## src/rtl/gost89_pkg.sv

```systemverilog
// Shared types and the GOST 28147-89 round function for the CFB streaming controller.
package gost89_pkg;

  typedef logic [63:0] gost_blk_t;

  typedef enum logic [2:0] {
    IDLE,
    LOAD_IV,
    READY,
    LOAD,
    WAIT_HI,
    WAIT_DONE,
    DRAIN,
    ERROR
  } cfb_ctrl_state_t;

  localparam int GOST_KEY_W  = 256;
  localparam int GOST_SBOX_W = 512;

  // S-box j (64 bits, 16 nibbles) substitutes nibble j, then rotate left by 11.
  function automatic logic [31:0] gost_f(input logic [31:0] x, input logic [GOST_SBOX_W-1:0] sbox);
    logic [31:0] s;
    s = '0;
    for (int j = 0; j < 8; j++) begin
      s[4*j +: 4] = sbox[64*j + 4*int'(x[4*j +: 4]) +: 4];
    end
    return {s[20:0], s[31:21]};
  endfunction

endpackage

```

## src/rtl/gost89_blk_fifo2.sv

```systemverilog
// Two-entry registered FIFO holding {last, data}; head entry drives the read port directly.
module gost89_blk_fifo2 (
  input  logic        clk_i,
  input  logic        rst_ni,
  input  logic        flush_i,
  input  logic        push_i,
  input  logic        pop_i,
  input  logic [64:0] wdata_i,
  output logic [64:0] rdata_o,
  output logic        full_o,
  output logic        empty_o,
  output logic [1:0]  count_o
);

  logic [64:0] head_q, head_d, tail_q, tail_d;
  logic [1:0]  cnt_q, cnt_d;

  always_comb begin
    head_d = head_q;
    tail_d = tail_q;
    cnt_d  = cnt_q;
    if (flush_i) begin
      cnt_d = 2'd0;
    end else begin
      case ({push_i, pop_i})
        2'b10: begin
          if (cnt_q == 2'd0) head_d = wdata_i;
          else               tail_d = wdata_i;
          cnt_d = cnt_q + 2'd1;
        end
        2'b01: begin
          head_d = tail_q;
          cnt_d  = cnt_q - 2'd1;
        end
        2'b11: begin
          if (cnt_q == 2'd2) begin
            head_d = tail_q;
            tail_d = wdata_i;
          end else begin
            head_d = wdata_i;
          end
        end
        default: ;
      endcase
    end
  end

  always_ff @(posedge clk_i or negedge rst_ni) begin
    if (!rst_ni) begin
      head_q <= '0;
      tail_q <= '0;
      cnt_q  <= 2'd0;
    end else begin
      head_q <= head_d;
      tail_q <= tail_d;
      cnt_q  <= cnt_d;
    end
  end

  assign rdata_o = head_q;
  assign full_o  = (cnt_q == 2'd2);
  assign empty_o = (cnt_q == 2'd0);
  assign count_o = cnt_q;

endmodule

```

## src/rtl/gost89_cfb.sv

```systemverilog
// GOST 28147-89 CFB core, one round per clock. reset && !load_data loads the gamma from in;
// load_data starts a 32-round gamma encryption, out = in ^ E(gamma) when busy falls.
module gost89_cfb
  import gost89_pkg::*;
(
  input  logic                   clk_i,
  input  logic                   reset_i,
  input  logic                   mode_i,
  input  logic                   load_data_i,
  input  logic [GOST_SBOX_W-1:0] sbox_i,
  input  logic [GOST_KEY_W-1:0]  key_i,
  input  gost_blk_t              in_i,
  output gost_blk_t              out_o,
  output logic                   busy_o
);

  gost_blk_t   gamma_q, data_q;
  logic [31:0] n1_q, n2_q, n1_d;
  logic [4:0]  rnd_q;
  logic [2:0]  kidx;

  // Key words run K0..K7 three times, then K7..K0.
  always_comb begin
    kidx = (rnd_q < 5'd24) ? rnd_q[2:0] : ~rnd_q[2:0];
    n1_d = n2_q ^ gost_f(n1_q + key_i[32*int'(kidx) +: 32], sbox_i);
  end

  always_ff @(posedge clk_i) begin
    if (reset_i) begin
      busy_o <= 1'b0;
      if (!load_data_i) gamma_q <= in_i;
    end else if (load_data_i) begin
      data_q <= in_i;
      n1_q   <= gamma_q[31:0];
      n2_q   <= gamma_q[63:32];
      rnd_q  <= 5'd0;
      busy_o <= 1'b1;
    end else if (busy_o) begin
      n1_q  <= n1_d;
      n2_q  <= n1_q;
      rnd_q <= rnd_q + 5'd1;
      if (rnd_q == 5'd31) begin
        busy_o  <= 1'b0;
        out_o   <= data_q ^ {n1_d, n1_q};
        gamma_q <= mode_i ? data_q : (data_q ^ {n1_d, n1_q});
      end
    end
  end

endmodule

```

## src/rtl/gost89_cfb_stream_ctrl.sv

```systemverilog
// Streams a multi-block message through one gost89_cfb core with a 2-entry result FIFO.
//   state     | meaning
//   IDLE      | no session, core held in reset
//   LOAD_IV   | core latches the session IV as gamma
//   READY     | accept next block when a FIFO slot is guaranteed
//   LOAD      | pulse load_data with the latched block
//   WAIT_HI   | wait for core busy to rise
//   WAIT_DONE | wait for busy to fall, then push result
//   DRAIN     | last block done, wait for FIFO to empty
//   ERROR     | core timed out, held until start or abort
module gost89_cfb_stream_ctrl
  import gost89_pkg::*;
#(
  parameter int TIMEOUT_CYCLES = 64,
  parameter int CNT_W          = 16
) (
  input  logic                   clk_i,
  input  logic                   rst_ni,
  input  logic                   start_i,
  input  logic                   abort_i,
  input  logic                   mode_i,
  input  logic [GOST_KEY_W-1:0]  key_i,
  input  logic [GOST_SBOX_W-1:0] sbox_i,
  input  gost_blk_t              iv_i,
  input  logic                   in_valid_i,
  output logic                   in_ready_o,
  input  gost_blk_t              in_data_i,
  input  logic                   in_last_i,
  output logic                   out_valid_o,
  input  logic                   out_ready_i,
  output gost_blk_t              out_data_o,
  output logic                   out_last_o,
  output logic                   active_o,
  output logic                   error_o,
  output logic [CNT_W-1:0]       blk_cnt_o
);

  localparam int TMO_W = $clog2(TIMEOUT_CYCLES);

  cfb_ctrl_state_t        state_q;
  logic                   mode_q, last_q, error_q;
  logic [GOST_KEY_W-1:0]  key_q;
  logic [GOST_SBOX_W-1:0] sbox_q;
  gost_blk_t              iv_q, blk_q, core_in, core_out;
  logic [TMO_W-1:0]       tmo_q;
  logic [CNT_W-1:0]       blk_cnt_q;
  logic                   core_rst, core_load, core_busy, blk_done;
  logic                   fifo_full, fifo_empty;
  logic [1:0]             fifo_cnt;
  logic [64:0]            fifo_rdata;

  assign core_rst  = (state_q == IDLE) || (state_q == LOAD_IV) || (state_q == ERROR);
  assign core_load = (state_q == LOAD);
  assign core_in   = core_load ? blk_q : iv_q;
  assign blk_done  = (state_q == WAIT_DONE) && !core_busy;

  // Gating on !full while READY guarantees a free slot for the block about to be loaded.
  assign in_ready_o  = (state_q == READY) && !fifo_full;
  assign out_valid_o = !fifo_empty;
  assign out_data_o  = fifo_rdata[63:0];
  assign out_last_o  = fifo_rdata[64];
  assign active_o    = (state_q != IDLE) && (state_q != ERROR);
  assign error_o     = error_q;
  assign blk_cnt_o   = blk_cnt_q;

  always_ff @(posedge clk_i or negedge rst_ni) begin
    if (!rst_ni) begin
      state_q   <= IDLE;
      mode_q    <= 1'b0;
      key_q     <= '0;
      sbox_q    <= '0;
      iv_q      <= '0;
      blk_q     <= '0;
      last_q    <= 1'b0;
      tmo_q     <= '0;
      error_q   <= 1'b0;
      blk_cnt_q <= '0;
    end else if (abort_i) begin
      state_q <= IDLE;
    end else begin
      case (state_q)
        IDLE, ERROR: begin
          if (start_i) begin
            mode_q    <= mode_i;
            key_q     <= key_i;
            sbox_q    <= sbox_i;
            iv_q      <= iv_i;
            last_q    <= 1'b0;
            error_q   <= 1'b0;
            blk_cnt_q <= '0;
            state_q   <= LOAD_IV;
          end
        end
        LOAD_IV: state_q <= READY;
        READY: begin
          if (in_valid_i && in_ready_o) begin
            blk_q   <= in_data_i;
            last_q  <= in_last_i;
            state_q <= LOAD;
          end
        end
        LOAD: begin
          tmo_q   <= TMO_W'(TIMEOUT_CYCLES - 2);
          state_q <= WAIT_HI;
        end
        WAIT_HI, WAIT_DONE: begin
          if (blk_done) begin
            blk_cnt_q <= blk_cnt_q + CNT_W'(1);
            state_q   <= last_q ? DRAIN : READY;
          end else if (tmo_q == '0) begin
            error_q <= 1'b1;
            state_q <= ERROR;
          end else begin
            tmo_q <= tmo_q - TMO_W'(1);
            if (state_q == WAIT_HI && core_busy) state_q <= WAIT_DONE;
          end
        end
        DRAIN: if (fifo_cnt == 2'd0) state_q <= IDLE;
        default: state_q <= IDLE;
      endcase
    end
  end

  gost89_cfb u_core (
    .clk_i       (clk_i),
    .reset_i     (core_rst),
    .mode_i      (mode_q),
    .load_data_i (core_load),
    .sbox_i      (sbox_q),
    .key_i       (key_q),
    .in_i        (core_in),
    .out_o       (core_out),
    .busy_o      (core_busy)
  );

  gost89_blk_fifo2 u_fifo (
    .clk_i   (clk_i),
    .rst_ni  (rst_ni),
    .flush_i (abort_i),
    .push_i  (blk_done && !abort_i),
    .pop_i   (out_valid_o && out_ready_i),
    .wdata_i ({last_q, core_out}),
    .rdata_o (fifo_rdata),
    .full_o  (fifo_full),
    .empty_o (fifo_empty),
    .count_o (fifo_cnt)
  );

endmodule
```

## config.mk

```make
export PLATFORM = sky130hd
export DESIGN_NAME = gost89_cfb_stream_ctrl
export DESIGN_NICKNAME = d
export VERILOG_FILES = /design/src/rtl/gost89_pkg.sv /design/src/rtl/gost89_blk_fifo2.sv /design/src/rtl/gost89_cfb.sv /design/src/rtl/gost89_cfb_stream_ctrl.sv
export SDC_FILE = /design/constraint.sdc
export NUM_CORES = 2
export LEC_CHECK = 0
export ABC_AREA = 1
export CORE_AREA = 5 5 383 385
export CTS_CLUSTER_DIAMETER = 50
export DETAILED_ROUTE_END_ITERATION = 6
export DIE_AREA = 0 0 388 390
export GPL_ROUTABILITY_DRIVEN = 0
export PLACE_DENSITY_LB_ADDON = 0.3
export SKIP_CTS_REPAIR_TIMING = 1
export SYNTH_ARGS = -nofsm -noshare
export SYNTH_HDL_FRONTEND = slang
export SYNTH_SLANG_ARGS = --single-unit
export TNS_END_PERCENT = 10
```

## constraint.sdc

```tcl
create_clock -name clk_i -period 12.86 [get_ports clk_i]
set_input_delay 1.929 -clock clk_i [delete_from_list [all_inputs] [get_ports clk_i]]
set_output_delay 1.929 -clock clk_i [all_outputs]
set_load 0.01 [all_outputs]
```

==> run summary <==
POWER
------------------------------------------------------------------------------------
Worst-case vdd ir drop                                                      0.219 mV
LEAKAGE                                                                      37.2 nW
Final Power                                                                  26.0 mW
Power density over cell area                                             329 nW/um^2

CELLS AND AREA
------------------------------------------------------------------------------------
Number of nets in the final layout                                              9408
Share of post-route cells with drive strength above 1                          4.50%
Number of cells in the finished layout apart from fillers                      10500
Layout Area Growth over Synthesis                                              27.0%

SYNTH
------------------------------------------------------------------------------------
Register area share after synthesis                                            55.1%
Number of synthesized register bits                                             1318
Synthesized netlist cell count                                                  7663
Distinct cell type count of the synthesized netlist                               55
Primary flip-flop cell chosen by synthesis mapping                           dfrtp_1
Summed instance area of the synthesized netlist                           62200 um^2
Post-synth net total                                                            8604
Share of flip-flops with an asynchronous set or reset after synthesis          80.1%
EDFF count, synth                                                                261
Mean post-synth cell area                                                  8.12 um^2
Count of warnings emitted by yosys                                                 0

GLOBAL ROUTING
------------------------------------------------------------------------------------
Largest net degree at the start of global routing                                237
Gr usage total                                                                 28.8%
Antenna violations before repair                                                  43
Overflow left after global routing                                                 0
Global-route wire length before repair                                        334 mm
Number of global-route vias before repair                                      54400

SETUP PATH
------------------------------------------------------------------------------------
Type of the worst setup path                                            register to register
Number of logic stages on the critical path including buffering                   24
Critical Path Start Type                                                    register
Critical path's top delay family                                        simple AND/OR/NAND/NOR gates
Cell occurring most often along the worst timing path                        nand2_1
Crit path max-delay cell type                                                 xor2_1
Largest fanout of any net on the critical path                                    81
Arrival time reported for the critical path endpoint                         7730 ps
Crit end category                                                           register
Combined buffer and inverter count along the critical path                         3
Largest incremental delay on the critical path                                880 ps
Reg2Reg Launch Point                                                    u_core.rnd_q[4]$_SDFFCE_PP0P_
Destination of the worst register-to-register timing path               u_core.gamma_q[63]$_DFFE_PP_
Worst endpoint required time                                                13370 ps
Slack of the worst reg-to-reg path                                           5650 ps
Number of cell instances on the worst register-to-register path                   24
Critical Path, Cell by Cell                                             nand2_1 -> nand2_1 -> nand2_4 -> clkinv_2 -> buf_4 -> a21oi_1 -> a221o_1 -> o21ai_0 -> ha_1 -> nand2_1 -> nand3_1 -> nand2_1 -> nand2_1 -> a21boi_1 -> o21ai_1 -> a21oi_1 -> xor2_1 -> inv_1 -> nand2_1 -> nand3_1 -> nand3_1 -> nand3_1 -> nand2_1 -> nand2_1

WORST HOLD PATH
------------------------------------------------------------------------------------
Worst hold path endpoint                                                iv_q[23]$_DFFE_PN0P_
Worst Min Path Start                                                    iv_q[23]$_DFFE_PN0P_
WHS Path Cells                                                                     2
Class of the tightest hold or removal check                             register to register

RUN
------------------------------------------------------------------------------------
MaxCap Viol Count                                                                  0

TIMING
------------------------------------------------------------------------------------
Setup repair after global routing missed its margin                               no
Final period util                                                              56.1%
Min cycle time layout                                                        7210 ps
Worst Max-Slew Pin Slew                                                      1310 ps
Fmax                                                                       0.139 GHz
Number of endpoints with negative hold slack in the final report                   0
Headroom to the max-slew limit                                                 11.8%
Fin Clk Skew                                                                 40.2 ps
Final max-slew violation count                                                     0
Final TNS setup                                                                 0 ps
Final setup violating endpoints                                                    0

PLACEMENT
------------------------------------------------------------------------------------
Estimated wirelength of the detail-placed design                              163 mm
Number of port buffers                                                           988
Placed Instances                                                               10200

CLOCKING
------------------------------------------------------------------------------------
Bufs on Longest Clock Path                                                         3
Clock slew at reported path FFs                                                60 ps
Root Driver                                                                clkbuf_16
Clock latency on the worst-skew pair                                          790 ps
Number of buffers created by CTS                                                 160
CTS H-Tree Depth                                                                   4
Total number of clock tree sinks                                                1318
Clock tree from TritonCTS                                                       done

DIE
------------------------------------------------------------------------------------
Area of the die                                                          151000 um^2
CORE AREA                                                                143000 um^2
Die W                                                                         388 um
Number of placement rows                                                         139
Number of I/O pins                                                               989
Vert. Die Dim                                                                 390 um
Initial Utilization                                                            43.6%

STATUS
------------------------------------------------------------------------------------
Status                                                                  complete, no violations

DRT
------------------------------------------------------------------------------------
Starting DRC count in detailed routing                                          5663
Total iterations of the first detailed-routing run                                 6
Antenna-violating nets left                                                        0
Number of remaining DRC errors                                                     0
Via count of the routed design                                                 55500
Total detailed-routing wirelength                                             225 mm
Post-detailed-route wirelength per cell                                      21.4 um
Vias per std cell                                                               5.27

==> tightest hold or removal path, delay by kind of cell (launching register included) <==
family	cells	cell delay, ps
flip-flops	1	340
AND/OR/NAND/NOR	2	90
==> worst max path at each step <==
stage                                  start                           end  slack, ps
6_report       u_core.rnd_q[4]$_SDFFCE_PP0P_  u_core.gamma_q[63]$_DFFE_PP_       5650
3_3_place_gp   u_core.rnd_q[4]$_SDFFCE_PP0P_  u_core.gamma_q[63]$_DFFE_PP_       6010
2_1_floorplan         state_q[1]$_DFFE_PN0P_      u_core.n1_q[0]$_DFFE_PP_       6750
4_1_cts        u_core.rnd_q[4]$_SDFFCE_PP0P_  u_core.gamma_q[63]$_DFFE_PP_       5820
5_1_grt        u_core.rnd_q[4]$_SDFFCE_PP0P_  u_core.gamma_q[63]$_DFFE_PP_       5170
3_5_place_dp   u_core.rnd_q[4]$_SDFFCE_PP0P_  u_core.gamma_q[63]$_DFFE_PP_       5840
==> final cells by class <==
| type | count | area (um^2) |
|---|---|---|
| clock buffer | 215 | 4470 |
| sequential | 1318 | 34300 |
| clock inverter | 75 | 872 |
| tap | 1903 | 2380 |
| antenna | 38 | 95.1 |
| timing repair buffer | 1064 | 10600 |
| inverter | 600 | 2270 |
| fill | 13000 | 63800 |
| multi-input combinational | 5323 | 24000 |
==> through the flow <==
stage               hold slack (ps)  setup WS [ps]  area, um^2  util, %
floorplan                       433           6750       62200        -
global placement                447           6010       73600     51.5
detailed placement              453           5840       73600     51.5
CTS                             467           5820       78900     55.3
global route                    478           5170       79000     55.3
finish                          464           5650       79000     55.3
==> cells by family after synthesis <==
kind of cell | Yosys count | share of synthesized area, %
XOR/XNOR | 77 | 1.16
adder cells (fa/ha/maj) | 37 | 0.756
AO/OA/AOI/OAI | 1308 | 12.1
buffers and inverters | 1022 | 6.49
flip-flops | 1318 | 55.1
AND/OR/NAND/NOR | 3901 | 24.4
==> registers in the layout (all words and copies together) (netlist names), 3 cells and up <==
signal,cells
u_core.out_o,64
u_core.n1_q,32
u_fifo.rdata_o,65
u_core.data_q,64
u_core.n2_q,32
key_q,256
blk_cnt_o,16
blk_q,64
sbox_q,512
u_core.rnd_q,5
tmo_q,6
state_q,3
u_core.gamma_q,64
iv_q,64
u_fifo.tail_q,65
==> Yosys cell counts (all sizes together), types with 6 or more instances <==
cell type	count	share of area (%)
o21ai	696	5.6
nand3b	23	0.28
nand4	7	0.070
o22ai	6	0.060
xnor2	12	0.18
a21oi	273	2.2
buf	142	1.2
xor2	65	0.98
a22oi	8	0.097
dfrtp	1056	42
o21a	68	0.82
o21bai	8	0.097
a32o	32	0.51
nor3	12	0.097
a221o	31	0.50
nor2	155	0.98
o211ai	144	1.7
nand3	228	1.9
ha	36	0.72
nand2	3469	21
clkbuf	280	1.7
o31ai	8	0.097
a31oi	21	0.21
inv	596	3.6
edfxtp	261	13
==> layout by cell type, fill, tap and decap left out, types with 9 or more instances in the layout <==
master           Yosys  final
nand2_1           3455   3454
dfrtp_1           1056   1055
clkdlybuf4s50_1      0    987
o21ai_0            672    670
inv_1              587    584
a21oi_1            271    269
edfxtp_1           261    261
nand3_1            224    224
clkbuf_16            0    164
nor2_1             148    145
o211ai_1           144    144
o21a_1              68     68
buf_4               14     67
xor2_1              60     57
diode_2              0     38
ha_1                36     36
clkbuf_1           280     34
a32o_1              32     32
a221o_1             31     31
o21ai_1             22     23
nand3b_1            23     23
clkinv_2             0     22
a31oi_1             21     21
clkbuf_8             0     17
bufinv_16            0     15
nand2_2             13     13
nor3_1              12     12
inv_6                0     12
inv_2                9     10
clkinv_1             4     10
xnor2_1             11      9
clkinv_4             0      9
buf_12               0      9
==> routing by layer <==
metal | share of wire (%) | global-route usage [%]
met1 | 41 | 37.7
met2 | 46 | 45.3
met3 | 7.9 | 6.33
met4 | 5.2 | 14.8
met5 | 0.017 | 0
==> power breakdown <==
| part | leakage [nW] | switching, mW | internal, mW |
|---|---|---|---|
| sequential | 15.5 | 0.913 | 6.43 |
| combinational | 19.1 | 9.79 | 4.25 |
| clock | 2.60 | 1.83 | 2.75 |
Power figures use the tool's default switching activity.
